$ cat config.mk
export PLATFORM = sky130hd
export DESIGN_NAME = therm_encoder
export DESIGN_NICKNAME = d
export VERILOG_FILES = /design/src/rtl/therm_encoder_pkg.sv /design/src/rtl/chunk_lead_ones.sv /design/src/rtl/therm_encoder.sv
export SDC_FILE = /design/constraint.sdc
export NUM_CORES = 1
export LEC_CHECK = 0
export CORE_UTILIZATION = 54
export CTS_CLUSTER_SIZE = 20
export DETAILED_ROUTE_END_ITERATION = 16
export PLACE_DENSITY_LB_ADDON = 0.12
export SLEW_MARGIN = 20
export SYNTH_ARGS = -nofsm -noshare
export SYNTH_HDL_FRONTEND = slang
export SYNTH_SLANG_ARGS = --single-unit
$ cat constraint.sdc
create_clock -name clk -period 8.1 [get_ports clk]
set_input_delay 0.81 -clock clk [delete_from_list [all_inputs] [get_ports clk]]
set_output_delay 0.81 -clock clk [all_outputs]
set_load 0.1 [all_outputs]
$ cat src/rtl/therm_encoder_pkg.sv
// Shared defaults for the BMU thermometer-mask encoder.
package therm_encoder_pkg;

  localparam int unsigned ThermWidthDef = 64;
  localparam int unsigned ThermChunkDef = 8;

endpackage

$ cat src/rtl/chunk_lead_ones.sv
// Combinational leading-ones count of a CHUNK-bit slice, MSB first.
module chunk_lead_ones #(
  parameter  int unsigned CHUNK = 8,
  localparam int unsigned LW    = $clog2(CHUNK + 1)
) (
  input  logic [CHUNK-1:0] i_slice,
  output logic [LW-1:0]    o_count
);

  logic w_run;

  always_comb begin
    o_count = '0;
    w_run   = 1'b1;
    for (int i = CHUNK - 1; i >= 0; i--) begin
      if (w_run && i_slice[i]) begin
        o_count = o_count + LW'(1);
      end else begin
        w_run = 1'b0;
      end
    end
  end

endmodule

$ cat src/rtl/therm_encoder.sv
// Iterative thermometer-mask to leading-ones count encoder, CHUNK bits per cycle from the MSB,
// with all-ones and malformed-mask flags. Valid/ready on both sides.
module therm_encoder
  import therm_encoder_pkg::*;
#(
  parameter int unsigned WIDTH = ThermWidthDef,
  parameter int unsigned CHUNK = ThermChunkDef,
  localparam int unsigned CW   = $clog2(WIDTH + 1)
) (
  input  logic             clk,
  input  logic             reset,
  input  logic             Flush,
  input  logic             InValid,
  output logic             InReady,
  input  logic [WIDTH-1:0] Mask,
  output logic             OutValid,
  input  logic             OutReady,
  output logic [CW-1:0]    Count,
  output logic             AllOnes,
  output logic             Malformed
);

  localparam int unsigned NCHUNK = WIDTH / CHUNK;
  localparam int unsigned LW     = $clog2(CHUNK + 1);
  localparam int unsigned NW     = $clog2(NCHUNK + 1);

  typedef enum logic [1:0] {StIdle, StScan, StDone} state_e;

  state_e           r_state;
  state_e           w_state_next;
  logic [WIDTH-1:0] r_sr;
  logic [CW-1:0]    r_acc;
  logic [NW-1:0]    r_nleft;
  logic             r_all;
  logic             r_mal;

  logic [LW-1:0]    w_lead;
  logic             w_full;
  logic             w_last;
  logic [WIDTH-1:0] w_below;
  logic             w_mal;

  chunk_lead_ones #(
    .CHUNK(CHUNK)
  ) u_chunk_lead_ones (
    .i_slice(r_sr[WIDTH-1 -: CHUNK]),
    .o_count(w_lead)
  );

  assign w_full  = (w_lead == LW'(CHUNK));
  assign w_last  = (r_nleft == NW'(1));
  // Everything strictly below the first zero; earlier chunks were all ones and are shifted out.
  assign w_below = {WIDTH{1'b1}} >> (int'(w_lead) + 1);
  assign w_mal   = |(r_sr & w_below);

  always_ff @(posedge clk) begin
    if (reset) begin
      r_state <= StIdle;
    end else begin
      r_state <= w_state_next;
    end
  end

  always_comb begin
    w_state_next = r_state;
    unique case (r_state)
      StIdle:  if (InValid) w_state_next = StScan;
      StScan:  if (!w_full || w_last) w_state_next = StDone;
      StDone:  if (OutReady) w_state_next = StIdle;
      default: w_state_next = StIdle;
    endcase
    if (Flush) begin
      w_state_next = StIdle;
    end
  end

  always_ff @(posedge clk) begin
    if (reset || Flush) begin
      r_sr    <= '0;
      r_acc   <= '0;
      r_nleft <= '0;
      r_all   <= 1'b0;
      r_mal   <= 1'b0;
    end else begin
      unique case (r_state)
        StIdle: begin
          if (InValid) begin
            r_sr    <= Mask;
            r_acc   <= '0;
            r_nleft <= NW'(NCHUNK);
            r_all   <= 1'b0;
            r_mal   <= 1'b0;
          end
        end
        StScan: begin
          r_acc <= r_acc + CW'(w_lead);
          if (w_full) begin
            if (w_last) begin
              r_all <= 1'b1;
              r_mal <= 1'b0;
            end else begin
              r_sr    <= r_sr << CHUNK;
              r_nleft <= r_nleft - NW'(1);
            end
          end else begin
            r_mal <= w_mal;
          end
        end
        default: ;
      endcase
    end
  end

  assign InReady   = (r_state == StIdle);
  assign OutValid  = (r_state == StDone);
  assign Count     = r_acc;
  assign AllOnes   = r_all;
  assign Malformed = r_mal;

endmodule

# Yosys cells after proc, flatten, opt, wreduce, memory -nomap -nowiden
# Index checks and enable logic that the tools add are counted.
totals:
  regBits: 79
  in_bits: 69
op_classes:
  addsub: 10
  n_eq_ne: 11
  shifts: 1
  muxes: 36
  bitwise: 1
  reduce_logical: 19
ops:
  columns: ["cell", "n"]
  rows:
  - ["64-bit 2-to-1 mux", 3]
  - ["64-bit case mux with 2 select lines", 1]
  - ["64-bit bitwise AND", 1]
  - ["64-bit OR reduction", 1]
  - ["64-bit by 5-bit >> shifter with 64-bit output (first input constant)", 1]
  - ["4-bit 2-to-1 mux", 10]
  - ["4-bit by 1-bit adder with 4-bit output (second input constant)", 7]
  - ["7-bit case mux with 2 select lines", 1]
  - ["1-bit 2-to-1 mux", 13]
  - ["2-bit != test (second input constant)", 5]
  - ["4-bit case mux with 2 select lines", 1]
  - ["4-bit AND reduction", 2]
  - ["7-bit by 4-bit adder with 7-bit output", 1]
  - ["1-bit logical AND", 7]
  - ["7-bit 2-to-1 mux", 1]
  - ["2-bit 2-to-1 mux", 3]
  - ["2-bit case mux with 3 select lines", 1]
  - ["3-bit AND reduction", 2]
  - ["4-bit by 1-bit adder with 5-bit output (second input constant)", 1]
  - ["4-bit by 1-bit == test with 1-bit output (second input constant)", 1]
  - ["4-bit == test (second input constant)", 1]
  - ["1-bit case mux with 2 select lines", 2]
  - ["4-bit by 1-bit subtractor with 4-bit output (second input constant)", 1]
  - ["3-bit != test (second input constant)", 1]
  - ["other kinds (9)", 10]

# Logic depth before layout (Yosys ltp)
# Gate-level depths: netlist of the first run.
logic_depth:
  word_depth: 21
  mapped_depth: 22
  depth_no_buf: 22

# Hierarchy
# Synthesis of the first run repeated with hierarchy kept, for this count alone.
unflattened:
  hier_cells: 529
  hier_area_um2: 4037.6
by_module_without_submodules:
  columns: ["mod", "instances", "cells_each", "area_per_inst_um2", "seq_area_each_um2"]
  rows:
  - ["therm_encoder", 1, 486, 3733.6, 1581.5]
  - ["chunk_lead_ones", 1, 43, 304.0, 0.0]

# Least setup slack after synthesis of the first run
# Ideal clock, no wire load.
synth_timing:
  path_type: "register to register"
  start: "register r_sr[61]"
  end: "register r_sr[62]"
  setup_ns: 0.079
  t_arrival_ns: 4.328
  t_required_ns: 8.021
  path_slack_ns: 3.693
  stages_incl_launch_ff: 22
  synth_period_minus_slack_ns: 4.407
  path_cell_list: "dfxtp_1 -> buf_4 -> o21ai_0 -> inv_1 -> ha_1 -> nand2_1 -> a31oi_1 -> ha_1 -> mux2i_1 -> a211oi_2 -> mux2_2 -> ha_1 -> a21boi_1 -> o211ai_2 -> a21oi_1 -> mux2_2 -> or4_1 -> o21ai_2 -> buf_4 -> buf_6 -> nor2_1 -> a211oi_2"
synth_between:
  elab_chain_len: 15
synth_rtl:
  columns: ["element", "line_no", "text"]
  rows:
  - ["start: declaration", "therm_encoder.sv:31", "logic [WIDTH-1:0] r_sr;"]
  - ["start signal: assignment", "therm_encoder.sv:88", "r_sr <= Mask;"]
  - ["start signal: assignment", "therm_encoder.sv:102", "r_sr <= r_sr << CHUNK;"]
  - ["1-bit logical AND (*)", "chunk_lead_ones.sv:16", "if (w_run && i_slice[i]) begin"]
  - ["4-bit 2-to-1 mux or 1-bit 2-to-1 mux (tied branches)", "chunk_lead_ones.sv:16", null]
  - ["4-bit by 1-bit adder with 4-bit output or 1-bit logical AND (tied branches)", "chunk_lead_ones.sv:17, chunk_lead_ones.sv:16", null]
  - ["4-bit 2-to-1 mux or 1-bit 2-to-1 mux (tied branches)", "chunk_lead_ones.sv:16", null]
  - ["4-bit by 1-bit adder with 4-bit output or 1-bit logical AND (tied branches)", "chunk_lead_ones.sv:17, chunk_lead_ones.sv:16", null]
  - ["4-bit 2-to-1 mux or 1-bit 2-to-1 mux (tied branches)", "chunk_lead_ones.sv:16", null]
  - ["4-bit by 1-bit adder with 4-bit output or 1-bit logical AND (tied branches)", "chunk_lead_ones.sv:17, chunk_lead_ones.sv:16", null]
  - ["4-bit 2-to-1 mux or 1-bit 2-to-1 mux (tied branches)", "chunk_lead_ones.sv:16", null]
  - ["4-bit by 1-bit adder with 4-bit output or 1-bit logical AND (tied branches)", "chunk_lead_ones.sv:17, chunk_lead_ones.sv:16", null]
  - ["4-bit 2-to-1 mux or 1-bit 2-to-1 mux (tied branches)", "chunk_lead_ones.sv:16", null]
  - ["4-bit by 1-bit adder with 4-bit output or 1-bit logical AND (tied branches)", "chunk_lead_ones.sv:17, chunk_lead_ones.sv:16", null]
  - ["4-bit 2-to-1 mux (*)", "chunk_lead_ones.sv:16", null]
  - ["4-bit == test (*)", "therm_encoder.sv:50", "assign w_full = (w_lead == LW'(CHUNK));"]
  - ["2-bit != test (no source line) (*)", null, null]
  - ["4-bit AND reduction (no source line) (*)", null, null]
# Every way passes the cells marked *; elsewhere a longest branch is shown, timed or not.
# A chain may end at the register's enable or synchronous reset.

# Worst setup path in the final report of the first run
layout_timing:
  start: "register r_sr[62]"
  end: "register r_sr[54]"
layout_between:
  elab_chain_len: 17
layout_rtl:
  columns: ["element", "line_no"]
  rows:
  - ["1-bit logical AND (*)", "chunk_lead_ones.sv:16"]
  - ["4-bit 2-to-1 mux or 1-bit 2-to-1 mux (tied branches)", "chunk_lead_ones.sv:16"]
  - ["4-bit by 1-bit adder with 4-bit output or 1-bit logical AND (tied branches)", "chunk_lead_ones.sv:17, chunk_lead_ones.sv:16"]
  - ["4-bit 2-to-1 mux or 1-bit 2-to-1 mux (tied branches)", "chunk_lead_ones.sv:16"]
  - ["4-bit by 1-bit adder with 4-bit output or 1-bit logical AND (tied branches)", "chunk_lead_ones.sv:17, chunk_lead_ones.sv:16"]
  - ["4-bit 2-to-1 mux or 1-bit 2-to-1 mux (tied branches)", "chunk_lead_ones.sv:16"]
  - ["4-bit by 1-bit adder with 4-bit output or 1-bit logical AND (tied branches)", "chunk_lead_ones.sv:17, chunk_lead_ones.sv:16"]
  - ["4-bit 2-to-1 mux or 1-bit 2-to-1 mux (tied branches)", "chunk_lead_ones.sv:16"]
  - ["4-bit by 1-bit adder with 4-bit output or 1-bit logical AND (tied branches)", "chunk_lead_ones.sv:17, chunk_lead_ones.sv:16"]
  - ["4-bit 2-to-1 mux or 1-bit 2-to-1 mux (tied branches)", "chunk_lead_ones.sv:16"]
  - ["4-bit by 1-bit adder with 4-bit output or 1-bit logical AND (tied branches)", "chunk_lead_ones.sv:17, chunk_lead_ones.sv:16"]
  - ["4-bit 2-to-1 mux or 1-bit 2-to-1 mux (tied branches)", "chunk_lead_ones.sv:16"]
  - ["4-bit by 1-bit adder with 4-bit output or 1-bit logical AND (tied branches)", "chunk_lead_ones.sv:17, chunk_lead_ones.sv:16"]
  - ["4-bit 2-to-1 mux (*)", "chunk_lead_ones.sv:16"]
  - ["4-bit == test (*)", "therm_encoder.sv:50"]
  - ["2-bit != test (no source line) (*)", null]
  - ["4-bit AND reduction (no source line) (*)", null]
# Marks and branches as above.

==> metrics.cfg, run 1 <==
[logic_synthesis]
yosys_warnings=0
synth_edf_count=0
synth_top_area_cell=dfxtp_1
synthSimpleGateAreaFrac=0.185
synth_compound_area_frac=0.201
synth_top_cells_by_area=dfxtp_1 36%, mux2i_1 14%, a211oi_1 9.3%
synth_area_mm2=0.00435
synthFlopType=dfxtp_1
synth_seq_cells=79
synth_fp_nets=584
synth_top_area_share=0.364
synth.avg_cell_area_um2=8.64
async_flop_share=0
synth.distinct_cells=60
synth_mux_area_frac=0.148
synthCells=503
synth_xor_area_frac=0.0121
yosysSeqAreaShare=0.364
synth_adder_area_share=0.0363
synth_top_family_by_area=compound AO/OA/AOI/OAI gates

[setup_path]
cp.arrival_ns=5.76
critPathMaxFanout=114
end_kind=register
r2r_slack_ns=2.59
crit_type=register to register
crit_required_ns=8.35
setup.worst_path.start_class=register

[pwr]
swShare=0.267
cellInternalPower_uw=610
p_switching_uw=222
p_seq_frac=0.504
combPwrFrac=0.157
leakage_nw=2.27
ir_drop_uv=149
p_per_area_mw_per_mm2=157
pwr-share-clk=0.339

[cells_and_area]
post_route_cells_drive_above_1_share=0.0586
nets=639
fin_cells=665
syn_to_final_growth_pct=22.3
diodes=0

[clock_network]
cts_setup_buffers=0
cts_buffers=9
cts_resized=0
cts_tree=done
cts_sinks=79
postCtsHoldBufs=0
htree_levels=3
cts_buffer_depth=2
path_clk_slew_ns=0.09
clk_latency_ns=0.34
cts-root-buf=clkbuf_8

[grt]
grt_usage=0.257
overflow=0
grt_pass1_vias=3705
grt_max_degree=115
antenna_found_initial=0
grt_pass1_wl_mm=17.3

[timing]
fmax_ghz=0.181
post-route-period-util=0.680
hold_violations=0
finalSetupViolations=0
skew_ns=0.0133
min_period_ns=5.51
totalNegativeSetupSlack_ns=0
worst_pin_slew_ns=1.09
maxSlewHeadroom=0.274
maxSlewViolCount=0
rsz0062_at_grt=false

[drt]
vias_per_cell=5.89
ant_nets=0
wl_per_cell_um=15.6
drc_errors=0
finalWirelength_mm=10.4
vias=3919
dr.first_iter.drc_count=206
drt_first_pass_iters=5

[place]
post-dp-hpwl_mm=7.39
post-place-cells=649
numPortBuffers=79
place.gp.congestion=0.870

[outcome]
status=finished clean

[die]
core_area_mm2=0.00777
die_area_mm2=0.00841
start_util=0.560
die_y_um=91.7
dieWidth_um=91.7
rows=32
ioPinCount=80

[worst_hold_path]
hp-class=register to register

[job]
maxCapViolations=0

-- cell families (layout without fill, tap and decap cells) --
logic type / after synthesis / count (layout)
AO/OA/AOI/OAI: 118 / 118
XOR/XNOR: 6 / 6
adder cells (fa/ha/maj): 12 / 12
buffers and inverters: 54 / 114
flip-flops: 79 / 79
multiplexers: 64 / 64
AND/OR/NAND/NOR: 170 / 170
-- synth_stat cells (4+ instances only) --
library cell and count:
nand2_1 23, ha_1 11, a21oi_1 12, nor2b_1 6
nor3_1 5, a2bb2oi_1 8, dfxtp_1 79, mux2i_1 61
a211oi_1 54, clkbuf_1 19, nor4_1 13, nand3_1 13
inv_1 16, nand4_1 4, o21ai_0 12, nor2_1 84
buf_2 15
-- flip-flops by register name, summed over array words and instances (netlist names) --
| name | cells |
|---|---|
| r_sr | 64 |
| Count | 7 |
| r_nleft | 4 |
| r_state | 2 |
| AllOnes | 1 |
| Malformed | 1 |
-- worst max-delay path, stage by stage, from the launching register on --
cell and delay (ns):
dfxtp_1 0.45, inv_1 0.09, o21ai_0 0.28, inv_1 0.08, ha_1 0.31, nand2_1 0.06
a31oi_1 0.24, ha_1 0.27, mux2i_1 0.17, a211oi_2 0.12, mux2_2 0.28, ha_1 0.22
a21boi_1 0.19, o211ai_2 0.11, a21oi_1 0.18, mux2_2 0.42, or4_1 0.59, o21ai_4 0.14
buf_4 0.76, nor2_1 0.10, a211oi_1 0.25
-- final timing paths --
kind                                            start               endpoint  depth (start not counted)
worst max-delay path            r_sr[62]$_SDFFE_PP0P_  r_sr[54]$_SDFFE_PP0P_                         20
worst min-delay path            Count[3]$_SDFFE_PP0P_  Count[3]$_SDFFE_PP0P_                          2
worst max register to register  r_sr[62]$_SDFFE_PP0P_  r_sr[54]$_SDFFE_PP0P_                         20
worst min register to register  Count[3]$_SDFFE_PP0P_  Count[3]$_SDFFE_PP0P_                          2
-- power groups by stage --
stage / logic [mW] / registers (mW) / clock network, mW
floorplan: 0.0839 / 0.422 / 0
global placement: 0.128 / 0.428 / 0
detailed placement: 0.130 / 0.429 / 0
CTS: 0.131 / 0.420 / 0.288
global route: 0.144 / 0.422 / 0.303
finish: 0.131 / 0.420 / 0.282
-- final cells by class --
cell class / instances / area, µm²
multi-input combinational: 370 / 2540
fill: 660 / 2450
sequential: 79 / 1580
timing repair buffer: 82 / 813
clock buffer: 10 / 128
tap: 102 / 128
clock inverter: 6 / 61.3
inverter: 16 / 60.1
-- placed cells by master (no fill, tap or decap), types with 3 or more instances in the layout --
cell type and count:
nor2_1 84, xor2_1 3, inv_1 16, a211oi_1 54
o31ai_1 3, a2bb2oi_1 8, nor2b_1 6, mux2i_1 61
clkbuf_8 9, nand2_1 23, a31oi_1 3, or2_2 3
buf_4 3, a211oi_2 3, and2_1 3, xnor2_1 3
dfxtp_1 79, nand4_1 4, ha_1 11, clkinv_2 3
nand3_1 13, nor3_1 5, nor4_1 13, a21oi_1 12
clkdlybuf4s50_1 79, o21ai_0 12, mux2_2 3
-- routing by layer --
| metal | GRT usage | share of wire |
|---|---|---|
| met4 | 0.113 | 0.024 |
| met3 | 0.0431 | 0.038 |
| met1 | 0.318 | 0.44 |
| met2 | 0.439 | 0.50 |
| met5 | 0 | 0 |
-- stage by stage --
step / util / cell area [µm²] / total power [mW] / hold WS, ns / worst slack, ns
final: 0.684 / 5320 / 0.832 / 0.499 / 2.59
after global routing: 0.684 / 5320 / 0.869 / 0.516 / 2.20
after CTS: 0.684 / 5320 / 0.839 / 0.502 / 2.67
after detailed placement: 0.660 / 5130 / 0.559 / 0.484 / 2.71
after global placement: 0.660 / 5130 / 0.556 / 0.475 / 2.87
after floorplan: - / 4350 / 0.506 / 0.486 / 3.69
(Power assumes the default switching activity.)
==> inputs of run 2 (changes only) <==
Settings changed: CORE_UTILIZATION 54 to 53.
Clock period 8.1 ns to 5.75 ns, I/O delays scaled along.
==> metrics.cfg, run 2 (synthesized netlist as in run 1, its figures left out) <==
[grt]
grt_pass1_vias=3645  ; -1.6%
antenna_found_initial=0  ; unchanged
grt_max_degree=77  ; -33%
grt_usage=0.250  ; -0.00689
overflow=0  ; unchanged
grt_pass1_wl_mm=17.1  ; -1.2%

[timing]
skew_ns=0.0144  ; +0.00108 ns
fmax_ghz=0.201  ; +11%
hold_violations=0  ; unchanged
maxSlewViolCount=0  ; unchanged
post-route-period-util=0.864  ; +0.184
worst_pin_slew_ns=1.12  ; +0.0352 ns
maxSlewHeadroom=0.250  ; -0.0234
finalSetupViolations=0  ; unchanged
rsz0062_at_grt=false
holdWs_ns=0.501  ; +0.00202 ns
totalNegativeSetupSlack_ns=0  ; unchanged
min_period_ns=4.97  ; -0.541 ns

[setup_path]
crit_type=register to register
crit_required_ns=5.99  ; -2.36 ns
end_kind=register
setup.worst_path.start_class=register
reg2regPathDepth=20  ; unchanged
r2r_slack_ns=0.78  ; -1.81 ns
r2r_end=r_sr[30]$_SDFFE_PP0P_
cp.arrival_ns=5.21  ; -0.55 ns
r2r-start=r_sr[62]$_SDFFE_PP0P_
critPathMaxFanout=38  ; -67%

[drt]
ant_nets=0  ; unchanged
finalWirelength_mm=10.2  ; -1.5%
drt_first_pass_iters=4  ; -1
dr.first_iter.drc_count=166  ; -19%
drc_errors=0  ; unchanged
vias_per_cell=5.75  ; -2.3%
wl_per_cell_um=15.4  ; -1.5%
vias=3827  ; -2.3%

[clock_network]
clk_latency_ns=0.34  ; about the same
cts_buffer_depth=2  ; unchanged
htree_levels=3  ; unchanged
cts_sinks=79  ; unchanged
cts-root-buf=clkbuf_8
cts_resized=0  ; unchanged
cts_setup_buffers=0  ; unchanged
path_clk_slew_ns=0.09  ; about the same
cts_tree=done
cts_buffers=9  ; unchanged
postCtsHoldBufs=0  ; unchanged

[die]
core_area_mm2=0.00785  ; +1.0%
rows=32  ; unchanged
dieWidth_um=92.6  ; +0.92%
ioPinCount=80  ; unchanged
die_area_mm2=0.00857  ; +1.8%
die_y_um=92.6  ; +0.92%
start_util=0.554  ; -0.00571

[cells_and_area]
final_cell_mix=84 x nor2_1, 79 x dfxtp_1, 79 x clkdlybuf4s50_1, 61 x mux2i_1, 54 x a211oi_1
post_route_cells_drive_above_1_share=0.0586  ; unchanged
largest_reg_flops=64  ; unchanged
diodes=0  ; unchanged
nets=639  ; unchanged
final_area_mm2=0.00536  ; +0.87%
syn_to_final_growth_pct=23.3
layout_commonest_cell=nor2_1
top_register=r_sr

[outcome]
status=finished clean

[place]
postPlaceCellArea_mm2=0.00514  ; +0.24%
place.gp.congestion=0.879  ; +1.0%
post-dp-hpwl_mm=7.41  ; +0.27%
numPortBuffers=79  ; unchanged

[pwr]
p_per_area_mw_per_mm2=230  ; +47%
leakage_nw=2.29  ; +0.81%
ir_drop_uv=135  ; -9.5%

[job]
maxCapViolations=0  ; unchanged

[worst_hold_path]
min_to=Count[3]$_SDFFE_PP0P_
hp-start=Count[3]$_SDFFE_PP0P_
hp-class=register to register
hold-path-cell-count=2  ; unchanged

run 2: layout make-up:
type	instances	area [µm²]
timing repair buffer	82	826
tap	102	128
multi-input combinational	370	2540
sequential	79	1580
clock inverter	5	81.3
clock buffer	11	141
inverter	16	60.1
fill	677	2490
run 2: how the worst max path moves through the flow:
stage / slack, ns / endpoint / from
after CTS: 0.80 / r_sr[30]$_SDFFE_PP0P_ / r_sr[62]$_SDFFE_PP0P_
after detailed placement: 0.82 / r_sr[30]$_SDFFE_PP0P_ / r_sr[62]$_SDFFE_PP0P_
final: 0.78 / r_sr[30]$_SDFFE_PP0P_ / r_sr[62]$_SDFFE_PP0P_
after global placement: 0.99 / r_nleft[1]$_SDFFE_PP0P_ / r_sr[62]$_SDFFE_PP0P_
after floorplan: 1.34 / r_sr[62]$_SDFFE_PP0P_ / r_sr[61]$_SDFFE_PP0P_
after global routing: 0.28 / r_sr[15]$_SDFFE_PP0P_ / r_sr[62]$_SDFFE_PP0P_
run 2: critical path, stage by stage, from the launching register on:
cell and delay (ns):
dfxtp_1 0.43, inv_1 0.08, o21ai_0 0.26, inv_1 0.09, ha_1 0.32, nand2_1 0.06
a31oi_1 0.23, ha_1 0.26, mux2i_1 0.16, a211oi_2 0.12, mux2_2 0.28, ha_1 0.21
a21boi_1 0.18, o211ai_2 0.11, a21oi_1 0.18, mux2_2 0.43, or4_1 0.60, o21ai_4 0.19
buf_4 0.38, nor2_1 0.07, a211oi_1 0.23
run 2: through the flow:
stage | std cells | setup WS [ns] | power, mW | utilization
detailed placement | 649 | 0.824 | 0.788 | 0.655
global route | 665 | 0.283 | 1.29 | 0.683
floorplan | 503 | 1.34 | 0.713 | -
global placement | 649 | 0.990 | 0.785 | 0.655
CTS | 665 | 0.795 | 1.24 | 0.683
finish | 665 | 0.780 | 1.23 | 0.683
run 2: power breakdown:
group,internal [mW],total [mW],switching (mW),leakage [nW]
sequential,0.568,0.592,0.0234,0.644
combinational,0.0931,0.185,0.0916,1.53
clock,0.257,0.457,0.200,0.110
run 2: routing by layer:
| metal | track usage | vias up | routed length [µm] |
|---|---|---|---|
| met4 | 0.124 | 0 | 314 |
| met1 | 0.319 | 1782 | 4670 |
| li1 | - | 1946 | - |
| met5 | 0 | - | 0 |
| met3 | 0.0287 | 25 | 291 |
| met2 | 0.417 | 74 | 4950 |
==> inputs of run 3 (changes only) <==
Settings changed: ABC_AREA set to 1, CORE_UTILIZATION 53 to 35, PLACE_DENSITY set to 0.69, PLACE_DENSITY_LB_ADDON 0.12 to unset.
==> metrics.cfg, run 3 <==
[drt]
drt_first_pass_iters=5  ; +1
drc_errors=0  ; unchanged
dr.first_iter.drc_count=275  ; +66%
vias_per_cell=4.80  ; -17%
ant_nets=0  ; unchanged
vias=4540  ; +19%
finalWirelength_mm=11.5  ; +12%
wl_per_cell_um=12.1  ; -21%

[clock_network]
cts-root-buf=clkbuf_16
cts_tree=done
cts_setup_buffers=0  ; unchanged
postCtsHoldBufs=0  ; unchanged
cts_sinks=79  ; unchanged
cts_buffers=9  ; unchanged
cts_buffer_depth=2  ; unchanged
path_clk_slew_ns=0.06  ; -0.03 ns
htree_levels=3  ; unchanged
clk_latency_ns=0.33  ; about the same
cts_resized=0  ; unchanged

[die]
core_area_mm2=0.0126  ; +60%
ioPinCount=80  ; unchanged
rows=41  ; +28%
dieWidth_um=115  ; +25%
die_area_mm2=0.0133  ; +55%
die_y_um=115  ; +25%
start_util=0.358  ; -0.196

[grt]
grt_max_degree=69  ; -10%
antenna_found_initial=0  ; unchanged
grt_pass1_wl_mm=19.3  ; +13%
overflow=0  ; unchanged
grt_pass1_vias=4129  ; +13%
grt_usage=0.181  ; -0.0690

[logic_synthesis]
synth_area_mm2=0.00450  ; +3.5%
synthSimpleGateAreaFrac=0.421  ; +0.237
synth.avg_cell_area_um2=6.33  ; -27%
synth_compound_area_frac=0.118  ; -0.0830
synth_top_area_share=0.352  ; -0.0122
synth_edf_count=0  ; unchanged
synth_seq_cells=79  ; unchanged
synth_top_cells_by_area=dfxtp_1 35%, nand2_1 20%, nor2_1 11%
synth_xor_area_frac=0.00195  ; -0.0101
synth_top_area_cell=dfxtp_1
async_flop_share=0  ; unchanged
synth_top_family_by_area=simple AND/OR/NAND/NOR gates
yosysSeqAreaShare=0.352  ; -0.0122
synthTopCellsByCount=238 x nand2_1, 133 x nor2_1, 79 x dfxtp_1
synth_mux_area_frac=0  ; -0.148
synth_most_common_cell=nand2_1
synthCells=711  ; +41%
synth.distinct_cells=33  ; -45%
synthFlopType=dfxtp_1
yosys_warnings=0  ; unchanged
synth_adder_area_share=0.0350  ; -0.00122
synth_fp_nets=792  ; +36%

[cells_and_area]
register_area_mm2=0.00158  ; unchanged
post_route_cells_drive_above_1_share=0.0646  ; +0.00598
nets=850  ; +33%
layout_commonest_cell=nand2_1
final_cell_mix=238 x nand2_1, 131 x nor2_1, 79 x dfxtp_1, 79 x clkdlybuf4s50_1, 69 x o21ai_0
fill_cells=1318  ; +95%
multi_input_area_mm2=0.00260  ; +2.2%
final_area_mm2=0.00564  ; +5.2%
syn_to_final_growth_pct=25.4
fin_cells=946  ; +42%
largest_reg_flops=64  ; unchanged
top_register=r_sr
diodes=0  ; unchanged

[pwr]
p_seq_frac=0.450  ; -0.030
p_per_area_mw_per_mm2=232  ; +0.80%
ir_drop_uv=148  ; +9.3%
cellInternalPower_uw=966  ; +5.2%
combPwrFrac=0.142  ; -0.008
pwr-share-clk=0.408  ; +0.038
p_switching_uw=342  ; +8.5%
swShare=0.261  ; +0.00578
leakage_nw=2.54  ; +11%

[timing]
post-route-period-util=0.811  ; -0.0536
skew_ns=0.00923  ; -0.00517 ns
maxSlewViolCount=0  ; unchanged
hold_violations=0  ; unchanged
finalSetupViolations=0  ; unchanged
min_period_ns=4.66  ; -0.308 ns
holdWs_ns=0.481  ; -0.0202 ns
totalNegativeSetupSlack_ns=0  ; unchanged
rsz0062_at_grt=false
worst_pin_slew_ns=1.00  ; -0.123 ns
fmax_ghz=0.215  ; +6.6%
maxSlewHeadroom=0.331  ; +0.0810
setup_ws_ns=1.09  ; +0.308 ns

[outcome]
status=finished clean

[setup_path]
crit_required_ns=5.96  ; -0.03 ns
critPathMaxFanout=68  ; +79%
setup.worst_path.start_class=register
cp.arrival_ns=4.87  ; -0.34 ns
end_kind=register
crit_type=register to register

[place]
place.gp.congestion=0.819  ; -6.8%
postPlaceCellArea_mm2=0.00536  ; +4.2%
post-place-cells=930  ; +43%
post-dp-hpwl_mm=7.82  ; +5.5%
numPortBuffers=79  ; unchanged
pre_cts_slack_ns=1.50  ; +0.673 ns

[job]
maxCapViolations=0  ; unchanged

[worst_hold_path]
hp-class=register to register

run 3: layer usage:
metal | vias up | wire [µm] | track usage
met5 | - | 0 | 0
met3 | 10 | 506 | 0.0348
met4 | 0 | 118 | 0.0433
li1 | 2386 | - | -
met2 | 101 | 5290 | 0.293
met1 | 2043 | 5570 | 0.248
run 3: final cells by class:
class                           count  share of cell area
Multi-Input combinational cell    557               0.461
Inverter                           41              0.0275
Clock inverter                      5             0.00554
Tap cell                          172              0.0381
Sequential cell                    79               0.280
Clock buffer                       11              0.0448
Timing Repair Buffer               81               0.143
run 3: power groups by stage:
stage	Clock, mW	Combinational, mW	Sequential [mW]
floorplan	0	0.116	0.594
global placement	0	0.186	0.599
detailed placement	0	0.186	0.599
CTS	0.543	0.187	0.588
global route	0.568	0.211	0.591
finish	0.534	0.186	0.588
run 3: worst max-delay path, cell delays in order, from the launching register on:
cell and delay (ns):
dfxtp_1 0.37, inv_1 0.07, nor2_1 0.09, nor2_1 0.06
ha_1 0.28, o21ai_0 0.23, o22ai_1 0.15, ha_1 0.30
nand4_1 0.13, nand2_1 0.10, nand2_1 0.04, o21ai_0 0.10
ha_1 0.27, nand2_1 0.08, nand2_2 0.08, nor2_2 0.13
nand2_4 0.09, nor2_4 0.11, nand3_2 0.11, nand2_4 0.46
clkinv_2 0.85, nor2_1 0.36, nor2_1 0.08
run 3: worst paths after layout:
| check | cells after the start | start | slack [ns] | to |
|---|---|---|---|---|
| max reg2reg | 22 | r_sr[62]$_SDFFE_PP0P_ | 1.09 | r_sr[38]$_SDFFE_PP0P_ |
| min reg2reg | 1 | r_nleft[0]$_SDFFE_PP0P_ | 0.48 | r_nleft[0]$_SDFFE_PP0P_ |
| max | 22 | r_sr[62]$_SDFFE_PP0P_ | 1.09 | r_sr[38]$_SDFFE_PP0P_ |
| min | 1 | r_nleft[0]$_SDFFE_PP0P_ | 0.48 | r_nleft[0]$_SDFFE_PP0P_ |
run 3: through the flow:
stage | total power [mW] | util
floorplan | 0.710 | -
global placement | 0.786 | 0.426
detailed placement | 0.785 | 0.426
CTS | 1.32 | 0.449
global route | 1.37 | 0.449
finish | 1.31 | 0.449
run 3: kinds of logic after synthesis:
group / after synthesis
compound gates: 101
simple gates: 443
buf+inv: 75
xor+xnor: 1
fa+ha+maj: 12
flops: 79
